`config.mk`:
```
export PLATFORM = sky130hd
export DESIGN_NAME = ucie_rdi_pl_state_ctrl
export DESIGN_NICKNAME = d
export VERILOG_FILES = /design/src/rtl/ucie_rdi_pkg.sv /design/src/rtl/ucie_rdi_stall_hs.sv /design/src/rtl/ucie_rdi_pl_state_ctrl.sv
export SDC_FILE = /design/constraint.sdc
export NUM_CORES = 1
export LEC_CHECK = 0
export ABC_AREA = 1
export BUFFER_PORTS_ARGS = -buffer_cell sky130_fd_sc_hd__buf_2
export CELL_PAD_IN_SITES_DETAIL_PLACEMENT = 0
export CELL_PAD_IN_SITES_GLOBAL_PLACEMENT = 1
export CORE_ASPECT_RATIO = 0.9
export CORE_UTILIZATION = 30
export CTS_BUF_LIST = sky130_fd_sc_hd__clkbuf_4
export CTS_CLUSTER_DIAMETER = 40
export DETAILED_ROUTE_END_ITERATION = 10
export PLACE_DENSITY_LB_ADDON = 0.3
export SETUP_SLACK_MARGIN = 0.1
export SLEW_MARGIN = 20
export SYNTH_ARGS = -nofsm -noshare
export SYNTH_HDL_FRONTEND = slang
export SYNTH_SLANG_ARGS = --single-unit
```
`constraint.sdc`:
```
create_clock -name clk -period 2.1 [get_ports clk]
set_clock_uncertainty 0.1 [all_clocks]
set_input_delay 0.525 -clock clk [delete_from_list [all_inputs] [get_ports clk]]
set_output_delay 0.525 -clock clk [all_outputs]
set_load 0.02 [all_outputs]
```
`src/rtl/ucie_rdi_pkg.sv`:
```
// UCIe RDI shared types: RDI state encodings and the
// internal physical-layer responder FSM states.
package ucie_rdi_pkg;

  typedef enum logic [3:0] {
    RDI_RESET     = 4'h0,
    RDI_ACTIVE    = 4'h1,
    RDI_L1        = 4'h4,
    RDI_LINKRESET = 4'h9,
    RDI_LINKERROR = 4'hA,
    RDI_RETRAIN   = 4'hB
  } rdi_state_e;

  typedef enum logic [2:0] {
    S_RESET,
    S_ACTIVE,
    S_STALL_REQ,
    S_STALL_REL,
    S_L1,
    S_RETRAIN,
    S_LINKRESET,
    S_LINKERROR
  } fsm_e;

  // Stall phases still report ACTIVE to the adapter.
  function automatic rdi_state_e sts_of(fsm_e s);
    rdi_state_e r;
    r = RDI_RESET;
    unique case (s)
      S_RESET:     r = RDI_RESET;
      S_ACTIVE:    r = RDI_ACTIVE;
      S_STALL_REQ: r = RDI_ACTIVE;
      S_STALL_REL: r = RDI_ACTIVE;
      S_L1:        r = RDI_L1;
      S_RETRAIN:   r = RDI_RETRAIN;
      S_LINKRESET: r = RDI_LINKRESET;
      S_LINKERROR: r = RDI_LINKERROR;
      default:     r = RDI_RESET;
    endcase
    return r;
  endfunction

endpackage

```
`src/rtl/ucie_rdi_stall_hs.sv`:
```
// Stall request/ack handshake tracker with the shared
// saturating timeout/hold counter.
module ucie_rdi_stall_hs #(
  parameter int STALL_TIMEOUT  = 1024,
  parameter int LINKRESET_HOLD = 16,
  parameter int CNT_W          = 16
) (
  input  logic clk,
  input  logic reset,
  input  logic in_req,
  input  logic in_rel,
  input  logic in_hold,
  input  logic clr,
  input  logic lp_stallack,
  output logic ack,
  output logic done,
  output logic timeout,
  output logic hold_done
);

  localparam logic [CNT_W-1:0] TO_LAST =
    CNT_W'(STALL_TIMEOUT - 1);
  localparam logic [CNT_W-1:0] HOLD_LAST =
    CNT_W'(LINKRESET_HOLD - 1);

  logic [CNT_W-1:0] cnt_q;
  logic [CNT_W-1:0] cnt_d;

  always_comb begin
    cnt_d = cnt_q;
    if (clr)
      cnt_d = '0;
    else if (!(&cnt_q))
      cnt_d = cnt_q + 1'b1;
  end

  always_ff @(posedge clk) begin
    if (reset)
      cnt_q <= '0;
    else
      cnt_q <= cnt_d;
  end

  assign ack       = in_req & lp_stallack;
  assign done      = in_rel & ~lp_stallack;
  assign timeout   = (in_req | in_rel) & (cnt_q == TO_LAST);
  assign hold_done = in_hold & (cnt_q == HOLD_LAST);

endmodule

```
`src/rtl/ucie_rdi_pl_state_ctrl.sv`:
```
// Physical-layer RDI state responder: follows adapter
// state requests, runs the stall handshake, gates tx.
module ucie_rdi_pl_state_ctrl #(
  parameter int STALL_TIMEOUT  = 1024,
  parameter int LINKRESET_HOLD = 16,
  parameter int CNT_W          = 16
) (
  input  logic       clk,
  input  logic       reset,
  input  logic [3:0] lp_state_req,
  input  logic       lp_stallack,
  input  logic       lp_wake_req,
  input  logic       phy_link_up,
  input  logic       phy_retrain_req,
  input  logic       phy_error,
  output logic [3:0] pl_state_sts,
  output logic       pl_stallreq,
  output logic       pl_wake_ack,
  output logic       pl_clk_req,
  output logic       tx_ready,
  output logic       link_up,
  output logic       link_error
);

  import ucie_rdi_pkg::*;

  fsm_e state_q, state_d;
  fsm_e tgt_q, tgt_d;

  logic hs_ack, hs_done, hs_to, hs_hold_done;

  logic [3:0] sts_q, sts_d;
  logic       stallreq_q, stallreq_d;
  logic       tx_ready_q, tx_ready_d;
  logic       link_up_q, link_up_d;
  logic       link_error_q, link_error_d;
  logic       wake_ack_q, wake_ack_d;

  ucie_rdi_stall_hs #(
    .STALL_TIMEOUT  (STALL_TIMEOUT),
    .LINKRESET_HOLD (LINKRESET_HOLD),
    .CNT_W          (CNT_W)
  ) u_hs (
    .clk         (clk),
    .reset       (reset),
    .in_req      (state_q == S_STALL_REQ),
    .in_rel      (state_q == S_STALL_REL),
    .in_hold     (state_q == S_LINKRESET),
    .clr         (state_d != state_q),
    .lp_stallack (lp_stallack),
    .ack         (hs_ack),
    .done        (hs_done),
    .timeout     (hs_to),
    .hold_done   (hs_hold_done)
  );

  always_comb begin
    state_d = state_q;
    tgt_d   = tgt_q;
    if (phy_error && state_q != S_RESET &&
        state_q != S_LINKERROR) begin
      state_d = S_LINKERROR;
    end else begin
      unique case (state_q)
        S_RESET:
          if (phy_link_up && lp_state_req == RDI_ACTIVE)
            state_d = S_ACTIVE;
        S_ACTIVE:
          if (lp_state_req == RDI_LINKRESET) begin
            state_d = S_STALL_REQ;
            tgt_d   = S_LINKRESET;
          end else if (phy_retrain_req ||
                       lp_state_req == RDI_RETRAIN) begin
            state_d = S_STALL_REQ;
            tgt_d   = S_RETRAIN;
          end else if (lp_state_req == RDI_L1) begin
            state_d = S_STALL_REQ;
            tgt_d   = S_L1;
          end
        S_STALL_REQ:
          if (hs_ack)
            state_d = S_STALL_REL;
          else if (hs_to)
            state_d = S_LINKERROR;
        S_STALL_REL:
          if (hs_done)
            state_d = tgt_q;
          else if (hs_to)
            state_d = S_LINKERROR;
        S_L1:
          if (lp_state_req == RDI_ACTIVE)
            state_d = S_RETRAIN;
        S_RETRAIN:
          if (phy_link_up && !phy_retrain_req &&
              lp_state_req == RDI_ACTIVE)
            state_d = S_ACTIVE;
        S_LINKRESET:
          if (hs_hold_done)
            state_d = S_RESET;
        S_LINKERROR:
          if (lp_state_req == RDI_RESET && !phy_error)
            state_d = S_RESET;
        default:
          state_d = S_RESET;
      endcase
    end
  end

  // Outputs decode the next state so they land with it.
  always_comb begin
    sts_d        = sts_of(state_d);
    stallreq_d   = (state_d == S_STALL_REQ);
    tx_ready_d   = (state_d == S_ACTIVE);
    link_up_d    = (sts_of(state_d) == RDI_ACTIVE);
    link_error_d = (state_d == S_LINKERROR);
    wake_ack_d   = lp_wake_req;
  end

  always_ff @(posedge clk) begin
    if (reset) begin
      state_q      <= S_RESET;
      tgt_q        <= S_RESET;
      sts_q        <= 4'h0;
      stallreq_q   <= 1'b0;
      tx_ready_q   <= 1'b0;
      link_up_q    <= 1'b0;
      link_error_q <= 1'b0;
      wake_ack_q   <= 1'b0;
    end else begin
      state_q      <= state_d;
      tgt_q        <= tgt_d;
      sts_q        <= sts_d;
      stallreq_q   <= stallreq_d;
      tx_ready_q   <= tx_ready_d;
      link_up_q    <= link_up_d;
      link_error_q <= link_error_d;
      wake_ack_q   <= wake_ack_d;
    end
  end

  assign pl_state_sts = sts_q;
  assign pl_stallreq  = stallreq_q;
  assign tx_ready     = tx_ready_q;
  assign link_up      = link_up_q;
  assign link_error   = link_error_q;
  assign pl_wake_ack  = wake_ack_q;
  assign pl_clk_req   = wake_ack_q;

endmodule

```
# Word-level counts from Yosys, hierarchy flattened
# Memory sizes are Yosys's and may differ from the RTL's. A register that Yosys moved wholly into a read port is not among the register bits.
# Cells that the tools add are included.
# word_totals
mem_bits_ro	64
ff_bits	27
latch_bits	0
elab_cells	69
inputBits	11
ramBits	0
n_memories	2
out_inout_bits	10
# classes
div_mod_pow	0
mux	16
shift	0
bitwise_logic	7
multipliers	0
order_cmp	0
add_sub_neg	1
eq_ne	19
n_reduce_logical	16
# memory_table
name	words	width	rd	rd_clocked_by_memory_dff	wr	line	text
(name not given)	8	4	1	1	0	ucie_rdi_pkg.sv:29	unique case (s)
(name not given)	8	4	1	0	0	ucie_rdi_pkg.sv:29	
# op_table
cell	n
$mux 3	15
$pmux 3 s8	1
$add 16x1->16 const B	1
$eq 16x10->1 const B	1
$eq 16x4->1 const B	1
$reduce_and 16->1	1
$eq 3x3->1 const B	5
$eq 3x2->1 const B	3
$eq 4x1->1 const B	2
$eq 4x4->1 const B	2
$eq 3x1->1 const B	2
$logic_and 1x1->1	6
$reduce_bool 3->1	2
$and 1x1->1	4
$eq 4x3->1 const B	1
$logic_not 4->1	1
$logic_not 3->1	1
$ne 3x3->1	1
$ne 3x3->1 const B	1
$reduce_and 3->1	1
$logic_not 1->1	2
$not 1->1	2
$reduce_or 2->1	1
$logic_or 1x1->1	1
$or 1x1->1	1

# Logic depth before layout (Yosys ltp)
# Gate-level depths: netlist of the first run.
# depth
word_depth	9
mapped_depth	15
mapped_depth_nobuf	14

# By module
# From an unflattened synthesis of the first run, not the netlist that was laid out.
# hier_totals
hier_cells	309
area_unflattened_um2	1964.4
# by_module_without_submodules
mod	area_per_inst_um2	cells_per_inst	instances
ucie_rdi_stall_hs	1016.0	158	1
ucie_rdi_pl_state_ctrl	948.4	151	1

# Worst setup path before layout of the first run
# Ideal clock, no wire load.
# synth_timing
path_type	input to register
startpoint	input lp_state_req[0]
endpoint	register sts_q[0], in the netlist pl_state_sts[0]
required_ns	1.936
path_stages	11
t_arrival_ns	1.752
slack_ns	0.184
n_path_buf	0
path_cell_list	nor2_1 > nand2_1 > o21bai_1 > nand3_1 > nor2_1 > nand3_2 > inv_1 > ha_1 > nor2_1 > a21oi_1 > nor2_1
# synth_via
elab_chain_len	6
elab_cells_between_ends	18
classes_between	4 x eq/ne; 9 x mux; 5 x reduce/logical
# synth_lines
element	line	text
start: declaration	ucie_rdi_pl_state_ctrl.sv:10	input logic [3:0] lp_state_req,
$eq 4x3->1 or $eq 4x4->1 (tied branches)	ucie_rdi_pl_state_ctrl.sv:76, ucie_rdi_pl_state_ctrl.sv:73	
$mux 3 or $logic_or 1x1->1 (tied branches)	ucie_rdi_pl_state_ctrl.sv:76, ucie_rdi_pl_state_ctrl.sv:72	
$mux 3	ucie_rdi_pl_state_ctrl.sv:72	end else if (phy_retrain_req ||
$mux 3	ucie_rdi_pl_state_ctrl.sv:69	if (lp_state_req == RDI_LINKRESET) begin
$pmux 3 s8 (*)	ucie_rdi_pl_state_ctrl.sv:64	unique case (state_q)
$mux 3 (*)	ucie_rdi_pl_state_ctrl.sv:60	if (phy_error && state_q != S_RESET &&
via state_d[0]	ucie_rdi_pl_state_ctrl.sv:27	fsm_e state_q, state_d;
end: declaration	ucie_rdi_pl_state_ctrl.sv:32	logic [3:0] sts_q, sts_d;
# Mark *: on every way through the listed nets, which the timed path passes. The rest lies on a longest branch.
# A chain may end at the register's enable or synchronous reset.

# Worst setup path after layout of the first run
# layout_timing
startpoint	register u_hs.cnt_q[0]
endpoint	register sts_q[0], in the netlist pl_state_sts[0]
# layout_via
elab_chain_len	6
elab_cells_between_ends	10
classes_between	2 x eq/ne; 6 x mux; 2 x bitwise
# layout_lines
element	line	text
start: declaration	ucie_rdi_stall_hs.sv:26	logic [CNT_W-1:0] cnt_q;
start signal: assignment	ucie_rdi_stall_hs.sv:41	cnt_q <= cnt_d;
$eq 16x10->1	ucie_rdi_stall_hs.sv:46	assign timeout = (in_req | in_rel) & (cnt_q == TO_LAST);
$and 1x1->1	ucie_rdi_stall_hs.sv:46	
$mux 3	ucie_rdi_pl_state_ctrl.sv:83, ucie_rdi_pl_state_ctrl.sv:88	
$mux 3, on equally long branches	ucie_rdi_pl_state_ctrl.sv:86, ucie_rdi_pl_state_ctrl.sv:81	
$pmux 3 s8 (*)	ucie_rdi_pl_state_ctrl.sv:64	
$mux 3 (*)	ucie_rdi_pl_state_ctrl.sv:60	
via state_d[0]	ucie_rdi_pl_state_ctrl.sv:27	
# Marked as above.

==> run summary, run 1 <==
status = completed
nets = 328
CP Max Fanout = 4
Synth async-reset ratio = 0%
Die X = 83.1 microns
Power Total = 1610 uW
cell taking the most area after synthesis = dfxtp_1
initial antenna violation count = 0
Main synth FF type = dfxtp_1
final wirelength = 4050 microns
sequential area share after synthesis = 34.9%
placed inst area = 2130 sq um
Leakage = 0.00108 uW
top cell type's share of synthesized area = 34.9%
most common cell after layout, fill and taps aside = nor2_1
vias post-DR = 1688
Yosys warnings = 0
dominant cells by area after synthesis = dfxtp_1, nor2_1, nand2_1
max_cap viols = 0
synthesized area per cell = 6.76 sq um
Multi-input gate area = 1070 sq um
HPWL after detailed placement = 3010 microns
endpoint type of the worst setup path = flip-flop
row cnt = 26
PwrDens = 700 nW/um^2
critical path arrival = 2070 ps
unrepaired setup endpoints after global routing = true
Tmin final = 1910 ps
Post-Layout Inst Area = 2290 sq um
CTS tree = built
WP data required = 2260 ps
Placer Congestion = 0.766
1st-pass router iterations = 4
Max VDD drop = 0.344 mV
cell count after synthesis = 263
initial core utilization = 31.2%
metal3 WL = 124 microns
clock transition at the registers of the reported paths = 110 ps
# setup viols final = 0
worst hold-check path type = input port to flip-flop
Hold Path Depth = 3
Worst R2R Path Depth = 12
Pins Over Slew Limit = 0
synthesis-to-finish area growth = 29.2%
Yosys cell types = 29
Comb pwr share = 34.8%
sequential power share = 42.6%
PortBufs = 20
Net Sw Frac = 36.5%
startpoint types = flip-flop
syn nets = 278
clock network power share = 22.6%
Synth Cell Area = 1780 sq um
drt initial violations = 62
GRT Total Usage = 13.7%
P_int = 1020 uW
vias in the first global route = 1496
H-tree levels = 2
Psw = 586 uW
CTS sink cnt = 31
total I/O pin count = 21
layout cells sized above 1 = 32.2%
CTS Buf Count = 5
n_diodes = 0
Skew-Pair Late Insertion Delay = 350 ps
Crit Path Category = flip-flop to flip-flop
vias per cell = 4.40
largest net degree at the start of global routing = 17
DRT met1 WL = 2120 microns
WHS = 276 ps
Met2 Wirelength = 1730 microns
Reg area = 632 sq um
Clock Tree Buf Depth = 2
most frequent cells in the layout = nor2_1, nand2_1, inv_1
Fin. Hold Viols = 0
drt drc = 0
drt wl/cell = 10.5 microns
Worst Tran Pin Value = 259 ps
CTS root buf = clkbuf_4
Final ANT Viol Nets = 0
Peak Freq = 0.523 GHz
die area = 6230 sq um
fillers = 603
core area = 5690 sq um
max_slew headroom = 82.7%
DR top layer = met4
Die H = 75.0 microns
first-pass GRT wire length = 6720 microns
total grt overflow = 0
Synth Register Bits = 31
crit share post-route = 91.1%
Post-synth EDFFs = 0
==> worst max-delay path, cell delays in order, from the launching register on <==
cell     delay (ps)
dfxtp_2         370
ha_4            150
nand3_2         110
nor3_4          190
nand2_2          90
nand2_1          60
nand2_1          80
nand3_2         110
inv_1            80
ha_1            280
nor2_1           40
a21oi_1         110
nor2_1           50
==> worst paths after layout <==
check	startpoint	to	slack (ps)
hold / removal	lp_wake_req	pl_clk_req	280
hold reg to reg	tgt_q[0]	tgt_q[0]	380
setup reg to reg	u_hs.cnt_q[0]	pl_state_sts[0]	190
setup / recovery	u_hs.cnt_q[0]	pl_state_sts[0]	190
==> logic make-up (layout without fill, tap and decap cells) <==
logic type,Yosys count,count (layout),synth area share (%)
fa+ha+maj,4,4,2.82
mux,1,1,0.563
compound gates,15,15,4.86
flops,31,31,34.9
xor+xnor,11,11,5.42
simple gates,162,162,42.2
buf+inv,39,90,9.22
==> layer usage <==
metal	vias up	global-route usage, %
met2	18	20.8
met4	0	5.75
met3	6	3.95
met5	-	0
met1	741	18.4
li1	923	-
==> power by group through the flow <==
stage	clock (uW)	sequential (uW)	combinational [uW]
after floorplan	0	701	302
after global placement	0	682	534
after detailed placement	0	680	532
after CTS	376	680	543
after global routing	403	690	628
final	364	684	559
==> final cells by class <==
class                   instances  share of cell area (%)
clock inverters                 3                   0.872
well taps                      70                    3.82
flip-flops and latches         31                    27.5
clock buffers                   5                    1.64
inverters                      34                    5.56
repair buffers                 48                    14.1
multi-input cells             193                    46.5
==> metrics by stage <==
step	utilization (%)	setup slack, ps	instances	setup TNS, ps
6_report	40.3	187	384	0
5_1_grt	40.3	32.4	384	0
3_3_place_gp	37.4	-123	373	-386
4_1_cts	39.1	100	382	0
3_5_place_dp	37.4	-121	373	-531
2_1_floorplan	-	184	263	0
==> timing repair <==
| item | CTS | global route |
|---|---|---|
| hold buffers | 0 | 0 |
| setup buffers | 1 | 2 |
| pin swaps | 3 | 3 |
| endpoints found under the setup margin | 17 | 25 |
| gates resized for setup | 8 | 18 |
==> registers in the layout (all words and copies together) (netlist names) <==
signal,flops
pl_stallreq,1
u_hs.cnt_q,16
link_up,1
pl_state_sts,4
pl_clk_req,1
state_q,3
link_error,1
tx_ready,1
tgt_q,3
==> cell usage after synthesis, types with 2 or more instances <==
cell type   n
nor2_1     56
nand2_1    48
inv_1      33
dfxtp_1    31
nand3_1    17
nor2_2     14
nor3_1     10
a21oi_1     7
xor2_1      6
nand4_1     5
xnor2_1     5
ha_1        4
nand2_2     4
o21ai_0     3
buf_2       2
buf_4       2
nand3_2     2
nor3_2      2
nor3b_1     2
No activity file was read; power rests on OpenSTA's default activity.
==> run 2: changes to the inputs <==
--- a/config.mk
+++ b/config.mk
@@ -7,9 +7,9 @@
 export LEC_CHECK = 0
 export ABC_AREA = 1
 export BUFFER_PORTS_ARGS = -buffer_cell sky130_fd_sc_hd__buf_2
-export CELL_PAD_IN_SITES_DETAIL_PLACEMENT = 0
-export CELL_PAD_IN_SITES_GLOBAL_PLACEMENT = 1
+export CAP_MARGIN = 20
 export CORE_ASPECT_RATIO = 0.9
+export CORE_MARGIN = 2
 export CORE_UTILIZATION = 30
 export CTS_BUF_LIST = sky130_fd_sc_hd__clkbuf_4
 export CTS_CLUSTER_DIAMETER = 40
==> run 2 against run 1 <==
Compared with the run above: global-route usage decreased by 0.63 points; die area up 5.1%; first-iteration DRC count increased by 32%; critical path depth unchanged; sequential power hardly changed; critical endpoint unchanged; cell area rose by 2.0%; largest cell class unchanged.
==> run summary, run 2 (same netlist as run 1, synthesis figures left out) <==
final wirelength = 4020 microns
initial antenna violation count = 0
CTS sink cnt = 31
Worst Tran Pin Value = 284 ps
total I/O pin count = 21
max_slew headroom = 81.0%
largest net degree at the start of global routing = 12
first-pass GRT wire length = 7030 microns
Die H = 77.0 microns
Peak Freq = 0.510 GHz
1st-pass router iterations = 4
R2R Path End = pl_state_sts[0]
Max VDD drop = 0.462 mV
total grt overflow = 0
Die X = 85.1 microns
most frequent cells in the layout = nor2_1, nand2_1, inv_1
crit path max-delay cell type = dfxtp_2
worst hold-check path type = input port to flip-flop
Pins Over Slew Limit = 0
Crit Path Category = flip-flop to flip-flop
critical path arrival = 2110 ps
Worst Setup EP = pl_state_sts[0]
Worst R2R Path Depth = 12
Final ANT Viol Nets = 0
drt initial violations = 82
core area = 5690 sq um
vias post-DR = 1729
placed inst area = 2080 sq um
CTS tree = built
HPWL after detailed placement = 2820 microns
placed insts = 368
H-tree levels = 2
endpoint type of the worst setup path = flip-flop
Skew-Pair Late Insertion Delay = 350 ps
Placer Congestion = 0.896
initial core utilization = 31.2%
Cell Chain, Critical Path = ha_4 -> nand3_4 -> nor3_4 -> nand2_2 -> nand2_2 -> nand2_2 -> nand3_2 -> inv_2 -> ha_4 -> nor2_2 -> a21oi_2 -> nor2_1
die area = 6550 sq um
CP Launch Point = u_hs.cnt_q[1]
clock transition at the registers of the reported paths = 110 ps
max_cap viols = 0
startpoint types = flip-flop
final non-filler cell total = 382
n_diodes = 0
WP data required = 2250 ps
reg-to-reg startpoint = u_hs.cnt_q[1]
CP Max Fanout = 4
Clock Tree Buf Depth = 2
PwrDens = 698 nW/um^2
max FFs per register = 16
drt drc = 0
drt wl/cell = 10.5 microns
CP max stage delay = 370 ps
Tmin final = 1960 ps
most common cell after layout, fill and taps aside = nor2_1
GRT Total Usage = 13.0%
setup slack, reg-to-reg = 140 ps
# setup viols final = 0
Post-Layout Inst Area = 2340 sq um
status = completed
cell mode on critical path = nand2_2
crit share post-route = 93.4%
Fin. Hold Viols = 0
unrepaired setup endpoints after global routing = true
CTS root buf = clkbuf_4
vias per cell = 4.53
Biggest register = u_hs.cnt_q
PortBufs = 20
row cnt = 26
CTS Buf Count = 5
synthesis-to-finish area growth = 31.8%
Leakage = 0.00108 uW
layout cells sized above 1 = 35.9%
nets = 326
vias in the first global route = 1689
Post-CTS Hold Fix Bufs = 0
-- run 2: routing by layer --
metal	wire [microns]	track usage (%)
met1	1880	16.2
met2	1920	21.4
met3	138	3.34
met4	81	5.24
met5	0	0
-- run 2: how the worst min path moves through the flow --
stage,startpoint,end,slack [ps],cells past startpoint
final,lp_wake_req,pl_clk_req,270,3
after detailed placement,tgt_q[0],tgt_q[0],360,2
after CTS,lp_wake_req,pl_clk_req,260,3
after floorplan,tgt_q[2],tgt_q[2],330,2
after global placement,tgt_q[0],tgt_q[0],360,2
after global routing,lp_wake_req,pl_clk_req,280,3
-- run 2: per-stage QoR --
stage,setup TNS (ps),total power (uW),setup slack (ps),utilization (%),hold WS (ps)
after floorplan,0,1000,184,-,330
final,0,1630,139,41.1,274
after global routing,0,1740,9.10,41.1,280
after detailed placement,-1110,1160,-105,36.5,365
after CTS,0,1570,92.7,38.4,260
after global placement,-497,1170,-84.9,36.5,361
-- run 2: critical path: cells and delay by family (launching register included) --
family | cells | cell delay, ps
and+or+nand+nor | 8 | 780
adders and majority gates | 2 | 430
DFF | 1 | 370
AOI/OAI and AO/OA | 1 | 100
buffers and inverters | 1 | 70
-- run 2: layout make-up --
| cell class | instances | area, sq um |
|---|---|---|
| clock inverter | 3 | 20.0 |
| timing repair buffer | 45 | 292 |
| fill | 579 | 3350 |
| inverter | 34 | 130 |
| clock buffer | 5 | 37.5 |
| tap | 70 | 87.6 |
| sequential | 31 | 636 |
| multi-input combinational | 194 | 1140 |
-- run 2: repair_timing --
action	CTS	global route
resized for setup	10	37
pin swaps	5	17
setup buffers	0	5
endpoints found under the setup margin	18	21
cloned	1	0
-- run 2: report_power, final --
group / switching [uW] / internal (uW) / total [uW] / leakage, uW
clock: 233 / 128 / 361 / 0.0000272
sequential: 40.3 / 645 / 685 / 0.000255
combinational: 348 / 240 / 588 / 0.000796
total: 621 / 1010 / 1630 / 0.00108
